File: config.mk
export PLATFORM = sky130hd
export DESIGN_NAME = uart_rx_ctrl
export DESIGN_NICKNAME = d
export VERILOG_FILES = /design/src/rtl/uart_rx_ctrl.sv
export SDC_FILE = /design/constraint.sdc
export NUM_CORES = 1
export LEC_CHECK = 0
export BUFFER_PORTS_ARGS = -buffer_cell sky130_fd_sc_hd__buf_2
export CELL_PAD_IN_SITES_DETAIL_PLACEMENT = 1
export CELL_PAD_IN_SITES_GLOBAL_PLACEMENT = 2
export CORE_MARGIN = 2
export CORE_UTILIZATION = 35
export CTS_CLUSTER_DIAMETER = 150
export CTS_CLUSTER_SIZE = 25
export DETAILED_ROUTE_END_ITERATION = 8
export HOLD_SLACK_MARGIN = 0.05
export PLACE_DENSITY_LB_ADDON = 0.2
export RECOVER_POWER = 50
export SKIP_LAST_GASP = 1
export SLEW_MARGIN = 10
export SYNTH_ARGS = -nofsm -noshare
export SYNTH_HDL_FRONTEND = slang
export SYNTH_SLANG_ARGS = --single-unit
File: constraint.sdc
create_clock -name clk -period 2.3 [get_ports clk]
set_clock_uncertainty 0.05 [all_clocks]
set_input_delay 0.345 -clock clk [delete_from_list [all_inputs] [get_ports clk]]
set_output_delay 0.345 -clock clk [all_outputs]
set_load 0.05 [all_outputs]
File: src/rtl/uart_rx_ctrl.sv
// UART 8N1 receiver: 2-flop synchroniser, centre-sampling baud timer, frame FSM.
// Define UART_RX_PARITY_EN for 8E1 framing with a parity_err strobe.
module uart_rx_ctrl #(
  parameter int CLK_FREQ = 50000000,
  parameter int BAUD     = 115200
) (
  input  logic       clk,
  input  logic       rst,
  input  logic       rx,
  output logic [7:0] data,
  output logic       valid,
  output logic       frame_err,
  output logic       parity_err,
  output logic       busy
);

  localparam int DIV  = CLK_FREQ / BAUD;
  localparam int HALF = DIV / 2;
  localparam int CW   = $clog2(DIV);

  localparam logic [CW-1:0] CNT_HALF = CW'(HALF - 1);
  localparam logic [CW-1:0] CNT_BIT  = CW'(DIV - 1);

  if (DIV < 4) begin : g_div_check
    $error("uart_rx_ctrl: CLK_FREQ/BAUD must be at least 4");
  end

  typedef enum logic [2:0] {
    IDLE,
    START,
    DATA,
    PARITY,
    STOP,
    BREAK
  } state_t;

  state_t        state;
  logic [CW-1:0] cnt;
  logic [2:0]    bitn;
  logic [7:0]    shift;
  logic          rx_m;
  logic          rxs;

  // Synchroniser resets to the idle line level so reset release cannot fake a start bit.
  always_ff @(posedge clk or posedge rst) begin
    if (rst) begin
      rx_m <= 1'b1;
      rxs  <= 1'b1;
    end else begin
      rx_m <= rx;
      rxs  <= rx_m;
    end
  end

`ifdef UART_RX_PARITY_EN
  logic perr;

  always_ff @(posedge clk or posedge rst) begin
    if (rst) begin
      state      <= IDLE;
      cnt        <= '0;
      bitn       <= 3'd0;
      shift      <= 8'h00;
      data       <= 8'h00;
      valid      <= 1'b0;
      frame_err  <= 1'b0;
      parity_err <= 1'b0;
      busy       <= 1'b0;
      perr       <= 1'b0;
    end else begin
      valid      <= 1'b0;
      frame_err  <= 1'b0;
      parity_err <= 1'b0;
      case (state)
        IDLE: begin
          if (!rxs) begin
            state <= START;
            cnt   <= '0;
            busy  <= 1'b1;
          end
        end
        START: begin
          if (cnt == CNT_HALF) begin
            cnt <= '0;
            if (!rxs) begin
              state <= DATA;
              bitn  <= 3'd0;
            end else begin
              state <= IDLE;
              busy  <= 1'b0;
            end
          end else begin
            cnt <= cnt + 1'b1;
          end
        end
        DATA: begin
          if (cnt == CNT_BIT) begin
            cnt   <= '0;
            shift <= {rxs, shift[7:1]};
            bitn  <= bitn + 3'd1;
            if (bitn == 3'd7) state <= PARITY;
          end else begin
            cnt <= cnt + 1'b1;
          end
        end
        PARITY: begin
          if (cnt == CNT_BIT) begin
            cnt   <= '0;
            perr  <= rxs ^ (^shift);
            state <= STOP;
          end else begin
            cnt <= cnt + 1'b1;
          end
        end
        STOP: begin
          if (cnt == CNT_BIT) begin
            cnt <= '0;
            if (rxs) begin
              state <= IDLE;
              busy  <= 1'b0;
              if (perr) begin
                parity_err <= 1'b1;
              end else begin
                data  <= shift;
                valid <= 1'b1;
              end
            end else begin
              frame_err <= 1'b1;
              state     <= BREAK;
            end
          end else begin
            cnt <= cnt + 1'b1;
          end
        end
        BREAK: begin
          if (rxs) begin
            state <= IDLE;
            busy  <= 1'b0;
          end
        end
        default: begin
          state <= IDLE;
          cnt   <= '0;
          busy  <= 1'b0;
        end
      endcase
    end
  end
`else
  assign parity_err = 1'b0;

  always_ff @(posedge clk or posedge rst) begin
    if (rst) begin
      state     <= IDLE;
      cnt       <= '0;
      bitn      <= 3'd0;
      shift     <= 8'h00;
      data      <= 8'h00;
      valid     <= 1'b0;
      frame_err <= 1'b0;
      busy      <= 1'b0;
    end else begin
      valid     <= 1'b0;
      frame_err <= 1'b0;
      case (state)
        IDLE: begin
          if (!rxs) begin
            state <= START;
            cnt   <= '0;
            busy  <= 1'b1;
          end
        end
        START: begin
          if (cnt == CNT_HALF) begin
            cnt <= '0;
            if (!rxs) begin
              state <= DATA;
              bitn  <= 3'd0;
            end else begin
              state <= IDLE;
              busy  <= 1'b0;
            end
          end else begin
            cnt <= cnt + 1'b1;
          end
        end
        DATA: begin
          if (cnt == CNT_BIT) begin
            cnt   <= '0;
            shift <= {rxs, shift[7:1]};
            bitn  <= bitn + 3'd1;
            if (bitn == 3'd7) state <= STOP;
          end else begin
            cnt <= cnt + 1'b1;
          end
        end
        STOP: begin
          // Leaving at mid-stop-bit lets a back-to-back start edge be caught.
          if (cnt == CNT_BIT) begin
            cnt <= '0;
            if (rxs) begin
              state <= IDLE;
              busy  <= 1'b0;
              data  <= shift;
              valid <= 1'b1;
            end else begin
              frame_err <= 1'b1;
              state     <= BREAK;
            end
          end else begin
            cnt <= cnt + 1'b1;
          end
        end
        BREAK: begin
          if (rxs) begin
            state <= IDLE;
            busy  <= 1'b0;
          end
        end
        default: begin
          state <= IDLE;
          cnt   <= '0;
          busy  <= 1'b0;
        end
      endcase
    end
  end
`endif

endmodule

# Word level (Yosys, flattened, before mapping)
# Index checks and enable logic that the tools add are counted.
# Widths: inputs -> output; s select.
# word_totals
out_inout_bits,12
word_cells,65
ff_bits,36
input_bits,3
# classes
bitwise_logic,2
n_eq_ne,14
addsub,2
muxes,28
n_reduce_logical,9
# op_table
cell,n
$pmux 9 s4,1
$mux 3,10
$mux 9,3
$pmux 3 s5,1
$ne 2x2->1 const B,7
$mux 1,10
$add 9x1->9 const B,1
$eq 3x3->1 const B,3
$eq 9x8->1 const B,1
$eq 9x9->1 const B,1
$reduce_and 4->1,2
$pmux 3 s2,1
$reduce_and 6->1,1
$pmux 1 s5,1
$reduce_and 2->1,2
$add 3x1->3 const B,1
$eq 3x1->1 const B,1
$eq 3x2->1 const B,1
$logic_not 3->1,1
$reduce_and 3->1,1
$mux 2,1
$not 1->1,2
$reduce_bool 2->1,1
$reduce_or 2->1,1

# Logic depth before layout (Yosys ltp)
# depth
word_depth,4
mapped_depth,6
depth_no_buf,6

# Least setup slack after synthesis
# OpenSTA, ideal clock, no wires.
# synth_timing
path_kind,register -> register
from,register cnt[1]
to,register data[0]
synth_period_minus_slack_ns,2.153
setup_ns,0.125
path_buffers,0
arrival_ns,1.978
path_stages_with_launch,7
setup_slack_ns,0.147
cell_sequence,dfrtp_1 inv_1 ha_1 nand2_1 or4_4 nor4_4 mux2_2
# synth_via
elab_chain_len,2
# synth_rtl
item,line,source
from (decl),38,logic [CW-1:0] cnt;
from (signal assigned),184,cnt <= cnt + 1'b1;
from (signal assigned),194,cnt <= cnt + 1'b1;
from (signal assigned),211,cnt <= cnt + 1'b1;
$eq 9x9->1,199,if (cnt == CNT_BIT) begin
$reduce_and 3->1 (no line),--,
to (signal assigned),204,data <= shift;
to (decl),10,"output logic [7:0] data,"
# Every way passes these cells.
# A chain may end at the register's enable or synchronous reset.

# Final worst setup path
# layout_timing
from,register cnt[1]
to,register data[7]
# The elaborated chain is that of the path after synthesis.

==> metrics.csv <==
metric;value;unit
grt_pass1_wl;6700;um
crit_path_max_fanout;8;
yosys.cell_types.count;44;
max_slew_margin;39.0;%
rsz0062_at_grt;false;
path_cells;inv_1 -> ha_1 -> nand2_1 -> or4_4 -> nor4_4 -> buf_4 -> mux2_2;
fp.dieW;76.1;um
synth_compound_area_share;11.8;%
r2r_end;data[7];
synth_mux_area_share;11.6;%
final_util;41.6;%
irDropWorstVdd;0.309;mV
mostFrequentLayoutCells;dfrtp_1 (34), nand2_1 (21), mux2_2 (17), inv_1 (12), o21ai_0 (11);
antenna_found_initial;0;
synth-xor-area-share;0.964;%
dieHeight;76.1;um
finalMaxSlewViolations;0;
first_pass_iters;3;
syn-instance-count;171;
end_kind;flop;
routedWlPerCell;15.2;um
period_share;96.2;%
cts_resized;0;
cts_hold_buf;0;
slowest_stage;or4_4;
final_common_cell;dfrtp_1;
dpl.hpwl;2840;um
gp_congestion;0.737;
hold_violations;0;
numCtsBuffers;5;
h-tree-depth;2;
synth_top_cell_area_share;46.8;%
cts_tree;done;
fin_nets;200;
synth_top_cell_by_area;dfrtp_1;
setup_viol;0;
grtUsageTotal;14.8;%
clkTransAtPathRegs;0.07;ns
initial_utilization;35.8;%
yosys-top-cells-area;dfrtp_1 (47%), mux2_2 (11%), nand2_1 (4.3%);
drc;0;
syn_to_final_growth;16.0;%
antennaDiodeCount;0;
netlist_area;1820;um^2
crit_start;cnt[1];
avgSynthCellArea;10.6;um^2
holdWs;0.103;ns
synthAdderAreaFrac;3.44;%
crit_path_start_kind;flop;
rr_startpoint;cnt[1];
vias;1314;
worstSetupPathType;reg -> reg;
status;finished clean;
die_area;5790;um^2
fin_crit;2.21;ns
grt.overflow.total;0;
synthSimpleGateAreaFrac;17.9;%
crit_path_max_incr_delay;0.54;ns
clock-sinks;36;
coreArea;5070;um^2
total_power;0.00127;W
post_cts_buffers;0;
grt_max_degree;37;
drv_cap;0;
fmax;0.452;GHz
power_density;600;nW/um^2
synth_fp_nets;179;
ctsLongestPathBuffers;2;
synth_top_family_by_area;simple AND/OR/NAND/NOR gates;
root_buffer;clkbuf_8;
ys_warn_count;0;
cp.required;2.42;ns
grt_pass1_vias;1309;
min_path_type;in -> reg;
num_rows;26;
drive_gt1_share;27.5;%
drt-total-wl;3990;um
r2r_cells;7;
drt_iter0_drc;43;
vias_per_cell;5.00;
clk-insertion-delay-late;0.29;ns
leakage;0.985;nW
ys_ff_latch;36;
setup-tns-final;0;ns
rrSetupSlack;0.09;ns
io_buffers;13;
final_cell_area;2110;um^2
crit_end;data[7];
worst_ep_arrival_time;2.33;ns
synth_seq_area_share;49.7;%
ios;15;
worstMarginPinSlew;0.915;ns
antenna_left;0;
place_area;1990;um^2
through the flow:
stage | setup slack [ns] | std cells
6_report | 0.0881 | 263
5_1_grt | 0.0118 | 263
2_1_floorplan | 0.147 | 171
3_5_place_dp | 0.0904 | 255
4_1_cts | 0.0764 | 263
3_3_place_gp | 0.179 | 255
per-layer routing:
layer	track usage (%)	vias up	share of wire, %
met5	0	-	0
li1	-	639	-
met1	18.3	659	46
met4	6.55	0	1.6
met2	24.7	11	50
met3	3.67	5	2.2
synthesized netlist by cell type, drive strengths merged:
| cell | n |
|---|---|
| nand3b | 1 |
| o211ai | 3 |
| and4b | 2 |
| nor3 | 6 |
| a21oi | 4 |
| o21a | 2 |
| a211o | 1 |
| nor4 | 1 |
| conb | 1 |
| xnor2 | 2 |
| and3 | 2 |
| a2111oi | 1 |
| or4 | 1 |
| buf | 1 |
| nor2 | 9 |
| o311ai | 1 |
| nand4 | 2 |
| nor4b | 1 |
| and4bb | 2 |
| o21ai | 11 |
| o311a | 2 |
| ha | 5 |
| a21o | 2 |
| and2 | 1 |
| nand2b | 2 |
| mux2 | 17 |
| nand3 | 3 |
| mux2i | 2 |
| nand2 | 21 |
| dfrtp | 34 |
| o21bai | 1 |
| a31oi | 1 |
| o22ai | 2 |
| a22oi | 1 |
| or3b | 1 |
| clkbuf | 4 |
| or2 | 1 |
| inv | 12 |
| clkdlybuf4s15 | 1 |
| nor2b | 2 |
| dfstp | 2 |
final cells by class:
class / instances / area, um^2
Fill cell: 602 / 2970
Sequential cell: 36 / 903
Multi-Input combinational cell: 117 / 836
Timing Repair Buffer: 20 / 111
Clock buffer: 7 / 96.3
Tap cell: 70 / 87.6
Inverter: 12 / 45.0
Clock inverter: 1 / 30.0
where the power goes:
group	internal, W	switching, W
combinational	0.00000280	0.0000184
clock	0.000382	0.000223
sequential	0.000636	0.00000222
total	0.00102	0.000244
registers in the layout, indices dropped and copies added (netlist names):
name	cells
shift	8
valid	1
rx_m	1
state	3
busy	1
frame_err	1
data	8
cnt	9
rxs	1
bitn	3
worst max-delay path, delay by kind of cell (launching register included):
family / cells / cell delay, ns
adders and majority gates: 1 / 0.16
buffers and inverters: 2 / 0.31
DFF: 1 / 0.42
muxes: 1 / 0.35
and+or+nand+nor: 3 / 0.81
cells by family (layout without fill, tap and decap cells):
kind of cell | after synthesis | after routing
buffers and inverters | 18 | 40
XOR/XNOR | 2 | 2
multiplexers | 19 | 19
adder cells (fa/ha/maj) | 5 | 5
AND/OR/NAND/NOR | 58 | 58
flip-flops | 36 | 36
other | 1 | 1
AO/OA/AOI/OAI | 32 | 32
worst min path at each step:
stage                     startpoint  endpoint  slack (ns)  cells past startpoint
after global routing              rx      rx_m        0.09                      1
after floorplan                 rx_m       rxs        0.30                      0
after global placement          rx_m       rxs        0.30                      0
final                             rx      rx_m        0.10                      1
after CTS                         rx      rx_m        0.09                      1
after detailed placement        rx_m       rxs        0.30                      0
(Power assumes the default switching activity.)
